## config.mk

```make
export PLATFORM = sky130hd
export DESIGN_NAME = alu_arbiter_flat
export DESIGN_NICKNAME = d
export VERILOG_FILES = /design/src/rtl/alu_pkg.sv /design/src/rtl/alu_arbiter_if.sv /design/src/rtl/alu.sv /design/src/rtl/rr_arbiter.sv /design/src/rtl/alu_arbiter.sv /design/src/flat_wrapper.sv
export SDC_FILE = /design/constraint.sdc
export NUM_CORES = 1
export LEC_CHECK = 0
export ABC_CLOCK_PERIOD_IN_PS = 8300
export BUFFER_PORTS_ARGS = -buffer_cell sky130_fd_sc_hd__buf_2
export CORE_UTILIZATION = 56
export DETAILED_ROUTE_END_ITERATION = 16
export PLACE_DENSITY = 0.77
export SYNTH_ARGS = -nofsm -noshare
export SYNTH_HDL_FRONTEND = slang
export SYNTH_SLANG_ARGS = --single-unit
```

## constraint.sdc

```tcl
create_clock -name clk -period 8.3 [get_ports clk]
set_clock_uncertainty 0.15 [all_clocks]
set_input_delay 1.245 -clock clk [delete_from_list [all_inputs] [get_ports clk]]
set_output_delay 1.245 -clock clk [all_outputs]
set_load 0.005 [all_outputs]
```

## src/rtl/alu_pkg.sv

```systemverilog
// alu_pkg: shared types and constants for the ALU and its request arbiter.
//   alu_op_e      : RV32I ALU operation codes (0..9); codes 10..15 are unsupported
//   slot_state_e  : occupancy of the single registered result slot
//   op_supported  : true for the ten defined operation codes
package alu_pkg;

  localparam int ALU_OP_W     = 4;
  localparam int XLEN_DEFAULT = 32;

  typedef enum logic [ALU_OP_W-1:0] {
    ALU_ADD  = 4'd0,
    ALU_SUB  = 4'd1,
    ALU_SLL  = 4'd2,
    ALU_SLT  = 4'd3,
    ALU_SLTU = 4'd4,
    ALU_XOR  = 4'd5,
    ALU_SRL  = 4'd6,
    ALU_SRA  = 4'd7,
    ALU_OR   = 4'd8,
    ALU_AND  = 4'd9
  } alu_op_e;

  typedef enum logic {
    EMPTY = 1'b0,
    FULL  = 1'b1
  } slot_state_e;

  function automatic logic op_supported(logic [ALU_OP_W-1:0] op);
    return op <= ALU_AND;
  endfunction

endpackage

```

## src/rtl/alu_arbiter_if.sv

```systemverilog
// alu_arbiter_if: request/response bundle between NUM_REQ requesters and the
// shared-ALU arbiter.
//   req_valid/req_ready : per-requester handshake (ready is a one-hot grant)
//   req_op/req_a/req_b  : per-requester operation and operands
//   rsp_valid/rsp_ready : result slot handshake
//   rsp_id/rsp_data/rsp_err : owner, value and unsupported-op flag of the result
//   op_count            : running count of accepted operations
// Modports: master = requester/consumer side, slave = arbiter side.
interface alu_arbiter_if #(
  parameter int NUM_REQ = 2,
  parameter int XLEN    = alu_pkg::XLEN_DEFAULT
);
  localparam int ID_W = $clog2(NUM_REQ);

  logic [NUM_REQ-1:0]                         req_valid;
  logic [NUM_REQ-1:0]                         req_ready;
  logic [NUM_REQ-1:0][alu_pkg::ALU_OP_W-1:0]  req_op;
  logic [NUM_REQ-1:0][XLEN-1:0]               req_a;
  logic [NUM_REQ-1:0][XLEN-1:0]               req_b;
  logic                                       rsp_valid;
  logic                                       rsp_ready;
  logic [ID_W-1:0]                            rsp_id;
  logic [XLEN-1:0]                            rsp_data;
  logic                                       rsp_err;
  logic [31:0]                                op_count;

  modport master (
    output req_valid, req_op, req_a, req_b, rsp_ready,
    input  req_ready, rsp_valid, rsp_id, rsp_data, rsp_err, op_count
  );

  modport slave (
    input  req_valid, req_op, req_a, req_b, rsp_ready,
    output req_ready, rsp_valid, rsp_id, rsp_data, rsp_err, op_count
  );

endinterface

```

## src/rtl/alu.sv

```systemverilog
// alu: combinational RV32I integer ALU.
//   rs1_val, rs2_val : operands
//   alu_op           : alu_op_e code; unsupported codes produce zero
//   rd_val           : result
module alu
  import alu_pkg::*;
#(
  parameter int XLEN = XLEN_DEFAULT
) (
  input  logic [XLEN-1:0]     rs1_val,
  input  logic [XLEN-1:0]     rs2_val,
  input  logic [ALU_OP_W-1:0] alu_op,
  output logic [XLEN-1:0]     rd_val
);

  localparam int SHAMT_W = $clog2(XLEN);

  logic [SHAMT_W-1:0] shamt;

  assign shamt = rs2_val[SHAMT_W-1:0];

  always_comb begin
    rd_val = '0;
    case (alu_op_e'(alu_op))
      ALU_ADD:  rd_val = rs1_val + rs2_val;
      ALU_SUB:  rd_val = rs1_val - rs2_val;
      ALU_SLL:  rd_val = rs1_val << shamt;
      ALU_SLT:  rd_val = {{(XLEN-1){1'b0}}, $signed(rs1_val) < $signed(rs2_val)};
      ALU_SLTU: rd_val = {{(XLEN-1){1'b0}}, rs1_val < rs2_val};
      ALU_XOR:  rd_val = rs1_val ^ rs2_val;
      ALU_SRL:  rd_val = rs1_val >> shamt;
      ALU_SRA:  rd_val = $unsigned($signed(rs1_val) >>> shamt);
      ALU_OR:   rd_val = rs1_val | rs2_val;
      ALU_AND:  rd_val = rs1_val & rs2_val;
      default:  rd_val = '0;
    endcase
  end

endmodule

```

## src/rtl/rr_arbiter.sv

```systemverilog
// rr_arbiter: combinational round-robin pick.
//   req       : request vector
//   rr_ptr    : index with highest priority this cycle
//   grant     : one-hot grant (zero when no request)
//   grant_id  : encoded index of the grant
//   any_grant : some request was granted
module rr_arbiter #(
  parameter  int NUM_REQ = 2,
  localparam int ID_W    = $clog2(NUM_REQ)
) (
  input  logic [NUM_REQ-1:0] req,
  input  logic [ID_W-1:0]    rr_ptr,
  output logic [NUM_REQ-1:0] grant,
  output logic [ID_W-1:0]    grant_id,
  output logic               any_grant
);

  // (base + off) mod NUM_REQ; base is always < NUM_REQ so one subtraction suffices.
  function automatic logic [ID_W-1:0] wrap_idx(logic [ID_W-1:0] base, int off);
    int s;
    s = int'(base) + off;
    if (s >= NUM_REQ) s = s - NUM_REQ;
    return ID_W'(s);
  endfunction

  logic [ID_W-1:0] idx;

  always_comb begin
    grant     = '0;
    grant_id  = '0;
    any_grant = 1'b0;
    idx       = '0;
    for (int k = 0; k < NUM_REQ; k++) begin
      idx = wrap_idx(rr_ptr, k);
      if (!any_grant && req[idx]) begin
        any_grant  = 1'b1;
        grant_id   = idx;
        grant[idx] = 1'b1;
      end
    end
  end

endmodule

```

## src/rtl/alu_arbiter.sv

```systemverilog
// alu_arbiter: shares one combinational ALU between NUM_REQ requesters with a
// round-robin grant and a single registered result slot (one cycle latency).
//   clk : clock, rising edge
//   rst : asynchronous active-high reset
//   bus : alu_arbiter_if.slave (requests in, grant and result out)
//
// Slot FSM
//   state | meaning
//   EMPTY | no result held; any valid request may be accepted
//   FULL  | result held on rsp_*; accept only when the consumer drains this cycle
module alu_arbiter
  import alu_pkg::*;
#(
  parameter  int NUM_REQ = 2,
  parameter  int XLEN    = XLEN_DEFAULT,
  localparam int ID_W    = $clog2(NUM_REQ)
) (
  input  logic           clk,
  input  logic           rst,
  alu_arbiter_if.slave   bus
);

  slot_state_e           state_q, state_d;
  logic [ID_W-1:0]       rr_ptr_q;
  logic [NUM_REQ-1:0]    req_elig;
  logic [NUM_REQ-1:0]    grant;
  logic [ID_W-1:0]       grant_id;
  logic                  any_grant;
  logic                  can_accept;
  logic                  accept;
  logic [ALU_OP_W-1:0]   sel_op;
  logic [XLEN-1:0]       sel_a;
  logic [XLEN-1:0]       sel_b;
  logic [XLEN-1:0]       alu_result;
  logic [XLEN-1:0]       rsp_data_q;
  logic [ID_W-1:0]       rsp_id_q;
  logic                  rsp_err_q;
  logic [31:0]           op_count_q;

  // A full slot can take a new result only when it is being drained this cycle.
  assign can_accept = (state_q == EMPTY) || bus.rsp_ready;
  // Requests are masked during reset so no grant is visible while rst is high.
  assign req_elig   = (can_accept && !rst) ? bus.req_valid : '0;

  rr_arbiter #(.NUM_REQ(NUM_REQ)) u_rr (
    .req       (req_elig),
    .rr_ptr    (rr_ptr_q),
    .grant     (grant),
    .grant_id  (grant_id),
    .any_grant (any_grant)
  );

  assign accept        = any_grant;
  assign bus.req_ready = grant;

  assign sel_op = bus.req_op[grant_id];
  assign sel_a  = bus.req_a[grant_id];
  assign sel_b  = bus.req_b[grant_id];

  alu #(.XLEN(XLEN)) u_alu (
    .rs1_val (sel_a),
    .rs2_val (sel_b),
    .alu_op  (sel_op),
    .rd_val  (alu_result)
  );

  always_comb begin
    state_d = state_q;
    case (state_q)
      EMPTY:   if (accept) state_d = FULL;
      FULL: begin
        if (accept)             state_d = FULL;
        else if (bus.rsp_ready) state_d = EMPTY;
      end
      default: state_d = EMPTY;
    endcase
  end

  always_ff @(posedge clk or posedge rst) begin
    if (rst) begin
      state_q    <= EMPTY;
      rr_ptr_q   <= '0;
      rsp_data_q <= '0;
      rsp_id_q   <= '0;
      rsp_err_q  <= 1'b0;
      op_count_q <= '0;
    end else begin
      state_q <= state_d;
      if (accept) begin
        rsp_data_q <= alu_result;
        rsp_id_q   <= grant_id;
        rsp_err_q  <= !op_supported(sel_op);
        rr_ptr_q   <= (grant_id == ID_W'(NUM_REQ - 1)) ? '0 : grant_id + 1'b1;
        op_count_q <= op_count_q + 32'd1;
      end
    end
  end

  assign bus.rsp_valid = (state_q == FULL);
  assign bus.rsp_id    = rsp_id_q;
  assign bus.rsp_data  = rsp_data_q;
  assign bus.rsp_err   = rsp_err_q;
  assign bus.op_count  = op_count_q;

endmodule
```

## src/flat_wrapper.sv

```systemverilog
// flat-port wrapper written by rule: the top's interface ports become plain ports
module alu_arbiter_flat import alu_pkg::*;
#(
  parameter  int NUM_REQ = 2,
  parameter  int XLEN    = XLEN_DEFAULT,
  localparam int ID_W    = $clog2(NUM_REQ)
)
  (clk, rst, bus_req_valid, bus_req_op, bus_req_a, bus_req_b, bus_rsp_ready, bus_req_ready, bus_rsp_valid, bus_rsp_id, bus_rsp_data, bus_rsp_err, bus_op_count);
  alu_arbiter_if #(.NUM_REQ(NUM_REQ), .XLEN(XLEN)) bus_i ();
  input  logic clk;
  input  logic rst;
  input wire logic [$bits(bus_i.req_valid)-1:0] bus_req_valid;
  input wire logic [$bits(bus_i.req_op)-1:0] bus_req_op;
  input wire logic [$bits(bus_i.req_a)-1:0] bus_req_a;
  input wire logic [$bits(bus_i.req_b)-1:0] bus_req_b;
  input wire logic [$bits(bus_i.rsp_ready)-1:0] bus_rsp_ready;
  output wire logic [$bits(bus_i.req_ready)-1:0] bus_req_ready;
  output wire logic [$bits(bus_i.rsp_valid)-1:0] bus_rsp_valid;
  output wire logic [$bits(bus_i.rsp_id)-1:0] bus_rsp_id;
  output wire logic [$bits(bus_i.rsp_data)-1:0] bus_rsp_data;
  output wire logic [$bits(bus_i.rsp_err)-1:0] bus_rsp_err;
  output wire logic [$bits(bus_i.op_count)-1:0] bus_op_count;
  assign bus_i.req_valid = bus_req_valid;
  assign bus_i.req_op = bus_req_op;
  assign bus_i.req_a = bus_req_a;
  assign bus_i.req_b = bus_req_b;
  assign bus_i.rsp_ready = bus_rsp_ready;
  assign bus_req_ready = bus_i.req_ready;
  assign bus_rsp_valid = bus_i.rsp_valid;
  assign bus_rsp_id = bus_i.rsp_id;
  assign bus_rsp_data = bus_i.rsp_data;
  assign bus_rsp_err = bus_i.rsp_err;
  assign bus_op_count = bus_i.op_count;
  alu_arbiter #(.NUM_REQ(NUM_REQ), .XLEN(XLEN)) u_core (.clk(clk), .rst(rst), .bus(bus_i));
endmodule
```

After elaboration in Yosys (flattened, before gate mapping)
Index checks and enable logic that the tools add are counted.
- add/subtract/negate cells: 7
- order comparisons: 10
- equal/unequal tests: 9
- shifts and indexed selects: 3
- multiplexer cells: 29
- bitwise logic cells: 5
- reduce and logical (&&, ||, !) cells: 9
- operator list (kind ; count):
    $pmux W32 S10 ; 1
    $mux W32 ; 4
    $lt A32 B32 Y1 ; 2
    $add A32 B1 Y32 const B ; 1
    $add A32 B32 Y32 ; 1
    $and A32 B32 Y32 ; 1
    $or A32 B32 Y32 ; 1
    $shl A32 B5 Y32 ; 1
    $shr A32 B5 Y32 ; 1
    $sshr A32 B5 Y32 ; 1
    $sub A32 B32 Y32 ; 1
    $xor A32 B32 Y32 ; 1
    $eq A4 B3 Y1 const B ; 4
    $mux W1 ; 16
    $eq A4 B2 Y1 const B ; 2
    $eq A4 B4 Y1 const B ; 2
    $mux W4 ; 2
    $lt A1 B2 Y1 const B ; 3
    $mux W2 ; 3
    $eq A4 B1 Y1 const B ; 1
    $le A4 B4 Y1 const B ; 1
    $logic_and A1 B1 Y1 ; 4
    $logic_not A4 Y1 ; 1
    $logic_not A1 Y1 ; 3
    11 further kinds ; 14
- flip-flop bits (word level): 68
- output and inout bits: 69

Depth between registers and ports, before layout
- word-level depth: 14
- mapped depth: 22
- depth with buffers taken out: 16

Hierarchy
A second synthesis with hierarchy kept.
- cell total of the unflattened synthesis: 1571
- area total of the unflattened synthesis: 11673.7 sq um
- by module, submodules not included (module ; instances ; cells an instance ; area an instance (sq um)):
    alu ; 1 ; 1287 ; 8064.0
    alu_arbiter ; 1 ; 279 ; 3577.2
    rr_arbiter ; 1 ; 5 ; 32.5

Least setup slack after synthesis
OpenSTA, ideal clock, no wires.
- path type: input to register
- from: input bus_rsp_ready
- to: register u_core.rsp_data_q[30] (netlist: u_core.bus.rsp_data[30])
- library setup time: 134 ps
- arrival time: 5640 ps
- slack: 2376 ps
- cell stages on the path: 21
- path buffers: 7
- cell sequence: nor2b_2 -> or4_4 -> buf_6 -> buf_6 -> buf_2 -> buf_2 -> clkbuf_1 -> buf_1 -> buf_1 -> nand2_1 -> nand2_1 -> ha_1 -> or4_1 -> or3_1 -> nor4_1 -> a31oi_1 -> a21oi_1 -> nand2_1 -> mux2i_1 -> a2111oi_2 -> a21oi_1
- word-level cells in the longest chain between the ends: 13
- elaborated cells between the ends (all ways): 38
- classes of those cells: 2 x add/sub; 9 x eq/ne; 3 x shift; 16 x mux; 3 x bitwise; 5 x reduce/logical
- ends and longest elaborated chain (element ; line ; text):
    from (decl) ; flat_wrapper.sv:16 ; input wire logic [$bits(bus_i.rsp_ready)-1:0] bus_rsp_ready;
    $logic_or A1 B1 Y1 * ; alu_arbiter.sv:41 ; assign can_accept = (state_q == EMPTY) || bus.rsp_ready;
    $logic_and A1 B1 Y1 * ; alu_arbiter.sv:43 ; assign req_elig = (can_accept && !rst) ? bus.req_valid : '0;
    $mux W2 * ; alu_arbiter.sv:43 ;
    $mux W1 (not written as such) (2 in series) ; rr_arbiter.sv:35 ; if (!any_grant && req[idx]) begin
    $mux W1 ; rr_arbiter.sv:35 ;
    $logic_not A1 Y1 ; rr_arbiter.sv:35 ;
    $logic_and A1 B1 Y1 ; rr_arbiter.sv:35 ;
    $mux W1 ; rr_arbiter.sv:35 ;
    $mux W32 (not written as such), or another cell as far along (2 in series) ; alu_arbiter.sv:57 ; assign sel_a = bus.req_a[grant_id];
    $sub A32 B32 Y32, or another cell as far along ; alu.sv:26 ; ALU_SUB: rd_val = rs1_val - rs2_val;
    $pmux W32 S10 ; alu.sv:24 ; case (alu_op_e'(alu_op))
    to (signal assigned) ; alu_arbiter.sv:90 ; rsp_data_q <= alu_result;
    to (decl) ; alu_arbiter.sv:35 ; logic [XLEN-1:0] rsp_data_q;
Mark *: on every way between the ends. The rest lies on a longest branch, timed or not. The select of a mux whose other input is x is not followed.
A chain may end at the register's enable or synchronous reset.

Worst setup path in the final report
- from: input bus_req_valid[0]
- to: register u_core.rsp_data_q[18] (netlist: u_core.bus.rsp_data[18])
- word-level cells in the longest chain between the ends: 11
- elaborated cells between the ends (all ways): 36
- classes of those cells: 2 x add/sub; 9 x eq/ne; 3 x shift; 16 x mux; 3 x bitwise; 3 x reduce/logical
- ends and longest elaborated chain (element ; line ; text):
    from (decl) ; flat_wrapper.sv:12 ; input wire logic [$bits(bus_i.req_valid)-1:0] bus_req_valid;
    $mux W2 * ; alu_arbiter.sv:43 ;
    $mux W1 (not written as such) (2 in series) ; rr_arbiter.sv:35 ;
    $mux W1 ; rr_arbiter.sv:35 ;
    $logic_not A1 Y1 ; rr_arbiter.sv:35 ;
    $logic_and A1 B1 Y1 ; rr_arbiter.sv:35 ;
    $mux W1 ; rr_arbiter.sv:35 ;
    $mux W32 (not written as such), or another cell as far along (2 in series) ; alu_arbiter.sv:57 ;
    $sub A32 B32 Y32, or another cell as far along ; alu.sv:26 ;
    $pmux W32 S10 ; alu.sv:24 ;
Marked as above.

==> results.cfg <==
[outcome]
outcome = finished clean

[yosys]
synth_top_area_cell = mux2i_1
netlist_instances = 2142
ys_ff_latch = 68
synth.area.top_cells = mux2i_1, dfrtp_1, nand2_1
synth_area_um2 = 15400
synth_common_cells = nand2_1, mux2i_1, a21oi_1
synth-async-reset-ratio_pct = 100
yosys_warnings = 0
synth_cell_type_count = 95
synth_top_area_share_pct = 13.5
synth_ff_type = dfrtp_1
synth_edf_count = 0
syn_area_per_cell_um2 = 7.17
synth_nets = 2385
synth_most_common_cell = nand2_1
synth-seq-area-share_pct = 11.1

[global_routing]
grt_pass1_wl_um = 107000
grt-ovfl-total = 0
grt_busiest_layer = met2
grt_antenna_before_repair = 1
grt_use_met2_pct = 73.4
grt_pass1_vias = 17200
track_usage_pct = 49.7
grt_max_degree = 69
use_met3_pct = 11.3
grtUsageMet1_pct = 65.0

[pwr]
power_density_nw_per_um2 = 139
clock_power_share_pct = 18.1
sw_frac_of_total_pct = 52.0
p_leak_nw = 7.79
power.share.sequential_pct = 18.3
switching_power_mw = 1.22
finalPower_mw = 2.34
irDropWorstVdd_mv = 0.0940
share_comb_of_total_power_pct = 63.5
p_int_mw = 1.12

[layout]
drive_above_1_share_pct = 17.0
fin_util_pct = 62.3
num_antenna_cells = 0
areaGrowthSynthToFinish_pct = 9.28
finalNetCount = 2488

[place]
place_hpwl_um = 54100
place.gp.congestion = 1.10
io_buffer_count = 209

[worst_setup_path]
critPathCaptureType = flip-flop
critPathMaxFanout = 50
worstSetupPathType = input port to flip-flop
cp-start-kind = input port
crit_arrival_ps = 6900
cp.required_ps = 8330

[die]
start_util_pct = 57.0
io_pins = 210
die_h_um = 168
fp.dieW_um = 168
die-area_um2 = 28100
core_area_um2 = 27000
row_count = 60

[timing]
max_slew_margin_pct = 14.1
finalSetupTns_ps = 0
worst_pin_slew_ps = 1280
fin_crit_ps = 6870
fin_crit_sh_pct = 82.8
finalMaxSlewViolations = 0
finalSetupViolations = 0
clock.fmax_mhz = 146
hold_viol = 0
whs_ps = 323
grt_setup_unrepaired = false

[drt]
drc = 0
final_antenna_net_count = 0
routed_wl_um = 71300
dr_total_vias = 18600
vias_per_cell = 7.18
drt_iter0_markers = 2897
routedWlPerCell_um = 27.5
first_pass_iters = 8

[hold_path]
hp-class = flip-flop to flip-flop

[clocking]
ctsHoldBuffers = 0
insertion_delay_ps = 350
clock_tree.buffer_depth = 2
numCtsBuffers = 9
cts.sinks = 68
cts-root-buf = clkbuf_16
clk_pin_slew_ps = 70
htreeDepth = 3
cts_setup_buffers = 0
postCtsResizedCells = 0
cts_tree = built

[job]
drv_cap = 0
worst max-delay path, cell delays in order:
cell and delay, ps:
buf_2 140, and2b_4 200, or4_4 760, inv_4 600, buf_4 560, mux2i_4 740, inv_2 510, ha_1 360
o221ai_1 440, o21ai_0 180, a2111oi_0 910, a31oi_1 180
worst paths after layout:
| check | startpoint | end | slack, ps | depth (start not counted) |
|---|---|---|---|---|
| max | bus_req_valid[0] | u_core.bus.rsp_data[18]$_DFFE_PP0P_ | 1430 | 12 |
| max reg2reg | u_core.bus.rsp_valid$_DFF_PP0_ | u_core.bus.rsp_data[18]$_DFFE_PP0P_ | 2020 | 11 |
| min reg2reg | u_core.bus.op_count[31]$_DFFE_PP0P_ | u_core.bus.op_count[31]$_DFFE_PP0P_ | 320 | 1 |
| min in group asynchronous | rst | u_core.rr_ptr_q$_DFFE_PP0P_ | 1090 | 3 |
| max in group asynchronous | rst | u_core.bus.rsp_data[6]$_DFFE_PP0P_ | 6210 | 3 |
| min | u_core.bus.op_count[31]$_DFFE_PP0P_ | u_core.bus.op_count[31]$_DFFE_PP0P_ | 320 | 1 |
stage by stage:
step           setup WS (ps)  cell area, um2  cells
6_report                1430           16800   2591
5_1_grt                 1390           16800   2591
4_1_cts                 1640           16800   2591
3_5_place_dp            1300           16500   2575
3_3_place_gp            1340           16500   2575
2_1_floorplan           2380           15400   2142
placed cells by master, fill, tap and decap left out, types with 35 or more instances in the layout:
cell,instances
a21oi_1,175
o21ai_0,88
a211oi_1,43
nor3_1,53
mux2i_1,201
buf_4,40
buf_2,207
nand3_1,37
nor2_1,168
ha_1,100
mux2_2,44
nand2_1,338
a31oi_1,39
xnor2_1,35
inv_1,110
dfrtp_1,68
power groups by stage:
stage | registers, mW | logic, mW | clock network [mW]
after floorplan | 0.422 | 0.933 | 0
after global placement | 0.431 | 1.40 | 0
after detailed placement | 0.433 | 1.41 | 0
after CTS | 0.427 | 1.42 | 0.421
after global routing | 0.432 | 1.57 | 0.433
final | 0.429 | 1.49 | 0.425
layer usage:
| layer | routed length [um] | share of wire [%] |
|---|---|---|
| met5 | 0 | 0 |
| met4 | 5410 | 7.6 |
| met3 | 9100 | 13 |
| met2 | 29500 | 41 |
| met1 | 27300 | 38 |
flip-flops by register name (all words and copies together), names as in the netlist:
register and cells:
u_core.bus.rsp_valid 1, u_core.bus.rsp_id 1, u_core.bus.rsp_data 32, u_core.bus.op_count 32, u_core.bus.rsp_err 1, u_core.rr_ptr_q 1
kinds of logic (layout without fill, tap and decap cells):
group / count (synthesis) / count (layout) / share of synthesized area [%]
and+or+nand+nor: 746 / 746 / 21.9
AOI/OAI and AO/OA: 630 / 630 / 27.9
muxes: 280 / 280 / 20.6
buffers and inverters: 271 / 379 / 7.45
adders and majority gates: 102 / 102 / 8.40
DFF: 68 / 68 / 11.1
xor gates and xnor gates: 45 / 45 / 2.57
cell type report:
cell class	instances	area, um2
fill	2520	10200
timing repair buffer	247	1340
tap	341	427
clock inverter	7	81.3
sequential	68	1700
clock buffer	9	225
inverter	116	438
multi-input combinational	1803	12600
Power figures use the tool's default switching activity.
